==> src/rtl/fifo_rd_packer.sv <==
// fifo_rd_packer: packs RATIO FWFT FIFO words into one valid/ready beat.
// Optional idle-timeout flush: define FIFO_RD_PACKER_TIMEOUT_EN.
module fifo_rd_packer #(
  parameter int DATA_WIDTH = 8,
  parameter int RATIO      = 4,
  parameter int OUT_WIDTH  = DATA_WIDTH * RATIO,
  parameter int TIMEOUT    = 16
) (
  input  logic                   rd_clk,
  input  logic                   rd_rst,
  input  logic [DATA_WIDTH-1:0]  fifo_dout,
  input  logic                   fifo_empty,
  output logic                   fifo_rd_en,
  input  logic                   flush,
  output logic [OUT_WIDTH-1:0]   m_data,
  output logic [OUT_WIDTH/8-1:0] m_keep,
  output logic                   m_valid,
  input  logic                   m_ready,
  output logic                   busy
);

  localparam int CW  = (RATIO > 1) ? $clog2(RATIO) : 1;
  localparam int KW  = OUT_WIDTH / 8;
  localparam int BPW = DATA_WIDTH / 8;
  localparam logic [CW-1:0] LAST = CW'(RATIO - 1);

  typedef enum logic [1:0] {
    IDLE,
    FILL,
    FLUSH
  } state_t;

  state_t               state, state_n;
  logic [CW-1:0]        cnt, cnt_n;
  logic [OUT_WIDTH-1:0] acc, acc_n, data_n;
  logic [KW-1:0]        keep_n, part_keep;
  logic                 valid_n;
  logic                 flush_pend;
  logic                 slot_free;
  logic                 pop;
  logic                 fill_done;
  logic                 exec;
  logic                 to_fire;

  assign flush_pend = (state == FLUSH);
  assign slot_free  = !m_valid || m_ready;
  assign pop        = !rd_rst && !fifo_empty && !flush_pend &&
                      ((cnt != LAST) || slot_free);
  assign fifo_rd_en = pop;
  assign fill_done  = pop && (cnt == LAST);
  assign exec       = flush_pend && slot_free;
  assign busy       = (cnt != '0) || m_valid;

`ifdef FIFO_RD_PACKER_TIMEOUT_EN
  logic [15:0] idle_cnt, idle_n;
  logic        idle_inc;

  assign idle_inc = (cnt != '0) && !pop && !flush_pend;
  assign to_fire  = idle_inc && (idle_cnt == 16'(TIMEOUT - 1));

  // Idle counter: runs only while a partial beat sits without new words.
  always_comb begin
    idle_n = idle_cnt;
    if (pop || exec || (cnt == '0)) begin
      idle_n = '0;
    end else if (idle_inc) begin
      idle_n = idle_cnt + 16'd1;
    end
  end

  // Idle counter register.
  always_ff @(posedge rd_clk or posedge rd_rst) begin
    if (rd_rst) begin
      idle_cnt <= '0;
    end else begin
      idle_cnt <= idle_n;
    end
  end
`else
  assign to_fire = 1'b0;
`endif

  // Byte mask covering the words currently held in the accumulator.
  always_comb begin
    part_keep = '0;
    for (int k = 0; k < RATIO; k++) begin
      if (CW'(k) < cnt) begin
        part_keep[k*BPW +: BPW] = '1;
      end
    end
  end

  // Datapath next state: fill, complete a beat, or emit a flushed partial.
  always_comb begin
    cnt_n   = cnt;
    acc_n   = acc;
    data_n  = m_data;
    keep_n  = m_keep;
    valid_n = m_valid && !m_ready;
    if (fill_done) begin
      data_n  = acc;
      data_n[(RATIO-1)*DATA_WIDTH +: DATA_WIDTH] = fifo_dout;
      keep_n  = '1;
      valid_n = 1'b1;
      cnt_n   = '0;
      acc_n   = '0;
    end else if (pop) begin
      acc_n[cnt*DATA_WIDTH +: DATA_WIDTH] = fifo_dout;
      cnt_n = cnt + CW'(1);
    end else if (exec && (cnt != '0)) begin
      data_n  = acc;
      keep_n  = part_keep;
      valid_n = 1'b1;
      cnt_n   = '0;
      acc_n   = '0;
    end
  end

  // Control FSM next state.
  always_comb begin
    state_n = state;
    unique case (state)
      IDLE: begin
        if (flush || to_fire) begin
          state_n = FLUSH;
        end else if (pop) begin
          state_n = FILL;
        end
      end
      FILL: begin
        if (flush || to_fire) begin
          state_n = FLUSH;
        end else if (fill_done) begin
          state_n = IDLE;
        end
      end
      FLUSH: begin
        if (exec) begin
          state_n = flush ? FLUSH : IDLE;
        end
      end
      default: state_n = IDLE;
    endcase
  end

  // State, accumulator and output beat registers.
  always_ff @(posedge rd_clk or posedge rd_rst) begin
    if (rd_rst) begin
      state   <= IDLE;
      cnt     <= '0;
      acc     <= '0;
      m_data  <= '0;
      m_keep  <= '0;
      m_valid <= 1'b0;
    end else begin
      state   <= state_n;
      cnt     <= cnt_n;
      acc     <= acc_n;
      m_data  <= data_n;
      m_keep  <= keep_n;
      m_valid <= valid_n;
    end
  end

endmodule

==> config.mk <==
export PLATFORM = sky130hd
export DESIGN_NAME = fifo_rd_packer
export DESIGN_NICKNAME = d
export VERILOG_FILES = /design/src/rtl/fifo_rd_packer.sv
export SDC_FILE = /design/constraint.sdc
export NUM_CORES = 1
export LEC_CHECK = 0
export CORE_ASPECT_RATIO = 1.4
export CORE_UTILIZATION = 49
export CTS_BUF_LIST = sky130_fd_sc_hd__clkbuf_8
export DETAILED_ROUTE_END_ITERATION = 12
export GPL_TIMING_DRIVEN = 0
export PLACE_DENSITY = 0.78
export SLEW_MARGIN = 20
export SYNTH_ARGS = -nofsm -noshare
export SYNTH_HDL_FRONTEND = slang
export SYNTH_SLANG_ARGS = --single-unit
export TNS_END_PERCENT = 30
==> constraint.sdc <==
create_clock -name rd_clk -period 2.14 [get_ports rd_clk]
set_clock_uncertainty 0.15 [all_clocks]
set_input_delay 0.321 -clock rd_clk [delete_from_list [all_inputs] [get_ports rd_clk]]
set_output_delay 0.321 -clock rd_clk [all_outputs]
set_load 0.01 [all_outputs]
==> results of run 1 <==
-- cells in the mapped netlist (all sizes together) --
cell	count	area, sq um
clkbuf	1	3.75
inv	8	30.0
and2	1	6.26
a32oi	1	8.76
dfrtp	73	1830
o21ai	13	72.6
a21o	2	15.0
nand2b	2	12.5
ha	10	125
o2bb2ai	2	17.5
mux2	40	450
nor2	4	22.5
nor4	2	42.5
a32o	1	10.0
nand3b	1	7.51
or4	1	7.51
nand2	6	22.5
buf	4	20.0
a31o	1	8.76
a22o	32	280
nand4b	2	17.5
nand3	2	10.0
nor4b	2	32.5
nor3	3	20.0
nor2b	1	6.26
-- worst max-delay path by stage --
stage,slack (ps),cells past startpoint,startpoint,to
6_report,-100,7,cnt[1],m_data[19]
3_5_place_dp,-550,6,rd_rst,m_data[27]
2_1_floorplan,-150,7,cnt[0],m_data[0]
5_1_grt,-170,7,cnt[1],m_data[19]
3_3_place_gp,-540,6,rd_rst,m_data[27]
4_1_cts,-160,5,cnt[1],acc[22]
-- registers in the layout, indices dropped and copies added (netlist names) --
register	cells
acc	32
m_data	32
m_keep	4
cnt	2
state	2
m_valid	1
-- kinds of logic after synthesis --
kind of cell	count (synthesis)	share of synthesized area
flops	73	0.594
compound gates	52	0.134
mux	40	0.146
simple gates	27	0.0675
buf+inv	13	0.0175
fa+ha+maj	10	0.0407
-- per-layer routing --
metal,wire [um],global-route usage
met1,2890,0.298
met4,160,0.0884
met3,313,0.0699
met5,0,0
met2,3530,0.357
-- cell type report --
class,count,share of cell area
flip-flops and latches,73,0.438
multi-input cells,129,0.311
repair buffers,69,0.160
clock buffers,9,0.0297
clock inverters,7,0.0228
well taps,70,0.0210
plain buffers,5,0.00929
inverters,8,0.00809
-- worst max-delay path, delay by kind of cell, from the launching register on --
family	cells	cell delay (ps)
buf+inv	3	500
flops	1	480
mux	1	350
compound gates	1	280
fa+ha+maj	1	200
simple gates	1	140
-- power by group through the flow --
stage          Sequential (mW)  Combinational, mW  Clock [mW]
2_1_floorplan             1.81              0.818           0
3_3_place_gp              1.78               1.34           0
3_5_place_dp              1.78               1.39           0
4_1_cts                   1.75               1.62        1.20
5_1_grt                   1.78               1.84        1.26
6_report                  1.75               1.71        1.19
-- timing repair --
item                       4_1_cts  5_1_grt
gates resized for setup         24        8
pin swaps                       13       18
setup endpoints to repair       72       60
gates cloned                     0        1
setup buffers                    6        9
==> results.py, run 1 <==
metrics = {
    "status": {
        "run_status": "finished with violations",
        "failed_checks": "setup timing",
    },
    "yosys": {
        "synthesis.area_sq_um": 3080,
        "ys_warn_count": 0,
        "mappedNetlistNets": 238,
        "synth_area_per_cell_sq_um": 14.3,
        "post_synth_num_cell_types": 31,
        "post_synth_inst_count": 215,
        "seq_area_frac_synth": 0.594,
        "synth.ff_latch_count": 73,
    },
    "floorplanning": {
        "rows": 33,
        "fp.dieArea_sq_um": 6600,
        "io-pin-count": 52,
        "fp.dieW_um": 69.0,
        "floorplan.initialDensity": 0.517,
        "core_sq_um": 5950,
        "die-height_um": 95.8,
    },
    "pwr": {
        "power.internal_mw": 3.10,
        "power.switching_fraction": 0.333,
        "powerDensity_nw_per_um2": 1110,
        "power.clock.fraction": 0.256,
        "ir_worst_vdd_mv": 0.728,
        "totalPowerFinal_mw": 4.66,
        "power.sequential.fraction": 0.376,
        "power.net_switching_mw": 1.55,
        "comb_power_share": 0.367,
        "total_leakage_power_nw": 1.96,
    },
    "route": {
        "routed_wl_mm": 6.89,
        "post_dr_wirelength_cell_um": 18.6,
        "antenna_left": 0,
        "first_pass_iters": 4,
        "routed_via_density": 5.74,
        "route.detailed.drc": 0,
        "first_iter_violations": 111,
        "route.vias.total": 2122,
    },
    "cts": {
        "htreeDepth": 3,
        "numCtsBuffers": 9,
        "tritoncts_num_sinks": 73,
        "cts_root_buf": "clkbuf_8",
        "worst_skew_pair.late_latency_ps": 370,
        "cts.hold.buffers_added": 0,
        "cts-root-to-sink-buffers": 2,
        "tritoncts": "built",
        "clkSlewWorstSetupHoldPaths_ps": 90,
    },
    "critical_path": {
        "crit_path_frequent_cell": "inv_1",
        "endpoint_kind": "flip-flop",
        "cp_slowest_cell": "dfrtp_2",
        "worst-r2r-cell-count": 7,
        "critPathMaxFanout": 9,
        "worstReg2RegStart": "cnt[1]",
        "crit_path_start_kind": "flip-flop",
        "timing.critical_path.cells": "inv_1, ha_4, inv_1, a32o_1, clkbuf_4, nand2_4, mux2_2",
        "timing.setup.critical_path_class": "flip-flop to flip-flop",
        "worst-endpoint-required_ps": 2230,
        "critical-path-max-stage-delay_ps": 480,
        "end_of_the_worst_register_to_register_path": "m_data[19]",
        "ff2ff_setup_slack_ps": -100,
        "worstPathArrival_ps": 2330,
    },
    "placement": {
        "dp_hpwl_mm": 4.43,
        "place.port_buffers": 51,
        "gpl.final_weighted_congestion": 0.786,
        "post-place-ws_ps": -549,
        "post_dp_cell_area_sq_um": 3720,
        "post-place-cells": 338,
    },
    "timing": {
        "worst-slew-pin-transition_ps": 532,
        "final_hold_viol_count": 0,
        "totalNegativeSetupSlack_ps": -2030,
        "finalCriticalPeriod_ps": 2240,
        "setup_repair_after_global_routing_missed_its_margin": "true",
        "setup_slack_ps": -104,
        "fin_worst_hold_slack_ps": 322,
        "final-max-slew-violation-count": 0,
        "setup_viol_count_final": 52,
        "maxClockFrequency_mhz": 446,
        "worst_slew_margin": 0.644,
        "finalCritPeriodShare": 1.05,
    },
    "global_routing": {
        "grt_max_degree": 34,
        "gr-usage-all-layers": 0.230,
        "number_of_global_route_vias_before_repair": 2114,
        "number_of_antenna_violations_at_the_first_check_in_global_routing": 0,
        "grt-ovfl-total": 0,
        "grt_first_pass_wirelength_mm": 10.6,
    },
    "hold_path": {
        "timing.hold.worst.class": "input pin to asynchronous set/reset pin",
    },
    "final_layout": {
        "nets": 318,
        "mostFrequentLayoutCells": "dfrtp_1, clkdlybuf4s50_1, mux2_2, a22o_1, buf_4",
        "area.growth.synth_to_final_pct": 35.7,
        "finish.instance_area_sq_um": 4180,
        "area.sequential_sq_um": 1830,
        "final_util": 0.702,
        "num-fill-cells": 424,
        "commonest_non_fill_non_tap_cell_in_the_layout": "dfrtp_1",
        "multi_input_gate_area_in_the_final_layout_sq_um": 1300,
        "n_diodes": 0,
        "post_route_cells_drive_above_1_share": 0.337,
        "finish.cell_count_without_fillers": 370,
    },
    "job": {
        "timing.max_cap.violations": 0,
    },
}
No activity file was read; power rests on OpenSTA's default activity.
==> run 2: changes to the inputs <==
==> constraint.sdc (replaced) <==
create_clock -name rd_clk -period 2.14 [get_ports rd_clk]
set_clock_uncertainty 0.15 [all_clocks]
set_input_delay 0.428 -clock rd_clk [delete_from_list [all_inputs] [get_ports rd_clk]]
set_output_delay 0.428 -clock rd_clk [all_outputs]
set_load 0.01 [all_outputs]
==> run 2 against run 1 <==
Largest cell class unchanged. Maximum frequency increased by 1.0%. Sequential cell count stayed put. Clock power is 8% lower. The run still ends with setup timing left. Highest routed layer unchanged. First-iteration DRC count rose by 27%. Sequential power about the same. Cell count increased by 1.1%.
==> results.py, run 2 (synthesis results as in run 1) <==
metrics = {
    "status": {
        "run_status": "finished with violations",
        "failed_checks": "setup timing",
    },
    "cts": {
        "numCtsBuffers": 9,
        "clkSlewWorstSetupHoldPaths_ps": 80,
        "cts_root_buf": "clkbuf_8",
        "cts-root-to-sink-buffers": 2,
        "tritoncts": "built",
        "cts.hold.buffers_added": 0,
        "worst_skew_pair.late_latency_ps": 350,
        "htreeDepth": 3,
        "tritoncts_num_sinks": 73,
    },
    "timing": {
        "setup_repair_after_global_routing_missed_its_margin": "true",
        "final_hold_viol_count": 0,
        "final-max-slew-violation-count": 0,
        "fin_worst_hold_slack_ps": 184,
        "setup_viol_count_final": 25,
        "finalCriticalPeriod_ps": 2220,
        "finalCritPeriodShare": 1.04,
        "maxClockFrequency_mhz": 450,
        "worst-slew-pin-transition_ps": 486,
        "worst_slew_margin": 0.674,
        "setup_slack_ps": -81.2,
    },
    "global_routing": {
        "grt_use_met2": 0.388,
        "grt_util_met1": 0.321,
        "grt_first_pass_wirelength_mm": 11.4,
        "number_of_global_route_vias_before_repair": 2237,
        "most_congested_layer_reported_by_global_routing": "met2",
        "global_route.usage.met3": 0.0415,
        "grt_max_degree": 31,
        "number_of_antenna_violations_at_the_first_check_in_global_routing": 0,
        "gr-usage-all-layers": 0.248,
        "grt-ovfl-total": 0,
    },
    "placement": {
        "place.port_buffers": 51,
        "dp_hpwl_mm": 4.38,
        "gpl.final_weighted_congestion": 0.793,
    },
    "route": {
        "first_pass_iters": 4,
        "routed_wl_mm": 6.99,
        "post_dr_wirelength_cell_um": 18.7,
        "routed_via_density": 5.77,
        "first_iter_violations": 141,
        "route.detailed.drc": 0,
        "antenna_left": 0,
        "route.vias.total": 2159,
    },
    "critical_path": {
        "timing.critical_path.cells": "ha_4, or4_4, buf_6, a21o_1, a31o_1, a22o_1",
        "cp_slowest_cell": "or4_4",
        "worst-endpoint-required_ps": 2230,
        "critical-path-max-stage-delay_ps": 560,
        "crit_path_start_kind": "flip-flop",
        "ff2ff_setup_slack_ps": -80,
        "worstPathArrival_ps": 2310,
        "endpoint_kind": "flip-flop",
        "timing.setup.critical_path_class": "flip-flop to flip-flop",
        "critPathMaxFanout": 5,
    },
    "pwr": {
        "power.sequential.fraction": 0.385,
        "ir_worst_vdd_mv": 0.677,
        "powerDensity_nw_per_um2": 1090,
        "power.net_switching_mw": 1.54,
        "total_leakage_power_nw": 1.98,
        "power.clock.fraction": 0.240,
        "comb_power_share": 0.375,
        "power.switching_fraction": 0.336,
        "power.internal_mw": 3.04,
    },
    "floorplanning": {
        "die-height_um": 95.8,
        "fp.dieW_um": 69.0,
        "rows": 33,
        "fp.dieArea_sq_um": 6600,
        "floorplan.initialDensity": 0.517,
        "io-pin-count": 52,
        "core_sq_um": 5950,
    },
    "job": {
        "timing.max_cap.violations": 0,
    },
    "hold_path": {
        "timing.hold.worst.class": "input pin to asynchronous set/reset pin",
    },
    "final_layout": {
        "mostFrequentLayoutCells": "dfrtp_1, clkdlybuf4s50_1, mux2_2, a22o_1, buf_4",
        "n_diodes": 0,
        "final_util": 0.704,
        "nets": 322,
        "area.growth.synth_to_final_pct": 36.0,
        "largest_registers": "acc (32), m_data (32), m_keep (4)",
        "post_route_cells_drive_above_1_share": 0.349,
        "commonest_non_fill_non_tap_cell_in_the_layout": "dfrtp_1",
    },
}
## run 2: cell count changes in the layout (fill, tap and decap cells not counted), sizes merged
cell | previous run | this run
buf | 21 | 26
bufinv | 2 | 1
clkinvlp | 5 | 3
dlygate4sd2 | 0 | 3
clkdlybuf4s50 | 49 | 47
clkinv | 1 | 3
dlymetal6s2s | 1 | 0
## run 2: what timing repair did
item / CTS / global route
gates resized for setup: 31 / 6
pin swaps: 10 / 13
endpoints found under the setup margin: 72 / 60
setup buffers: 12 / 7
cloned: 1 / 0
## run 2: worst paths after layout
path	from	to	cells after the start
setup / recovery	state[1]	state[0]	6
hold / removal	rd_rst	m_data[15]	2
setup reg to reg	state[1]	state[0]	6
hold reg to reg	m_data[18]	m_data[18]	1
max in group asynchronous	rd_rst	m_data[24]	3
min in group rd_clk	m_data[18]	m_data[18]	1
## run 2: layout make-up
type                    instances  area (sq um)
inverters                       8          36.3
plain buffers                   5          45.0
repair buffers                 73           689
multi-input cells             129          1290
flip-flops and latches         73          1830
clock buffers                  10           138
fillers                       413          1760
well taps                      70          87.6
clock inverters                 6          67.6
## run 2: per-stage QoR
stage / setup TNS [ps] / power [mW] / setup slack [ps] / std cells / cell area, sq um
global route: -4050 / 4.82 / -139 / 374 / 4190
CTS: -570 / 4.48 / -64.8 / 367 / 4120
global placement: -50300 / 3.11 / -634 / 336 / 3680
floorplan: -5790 / 2.62 / -193 / 215 / 3080
finish: -523 / 4.58 / -81.2 / 374 / 4190
detailed placement: -35730 / 3.16 / -677 / 338 / 3720
## run 2: power groups by stage
stage / clock [mW] / sequential, mW / combinational, mW
6_report: 1.10 / 1.76 / 1.72
5_1_grt: 1.18 / 1.79 / 1.85
4_1_cts: 1.11 / 1.75 / 1.62
3_5_place_dp: 0 / 1.78 / 1.38
3_3_place_gp: 0 / 1.78 / 1.34
2_1_floorplan: 0 / 1.81 / 0.818
## run 2: critical path, delay by kind of cell (launching register included)
family | cells | cell delay, ps
buffers and inverters | 1 | 160
AND/OR/NAND/NOR | 1 | 560
AO/OA/AOI/OAI | 3 | 580
adder cells (fa/ha/maj) | 1 | 210
flip-flops | 1 | 440
## run 2: metal layers
metal	wire length [um]	part of all wire	up-vias
met4	245	0.035	0
met1	2910	0.42	1105
met3	274	0.039	16
li1	-	-	969
met5	0	0	-
met2	3560	0.51	69
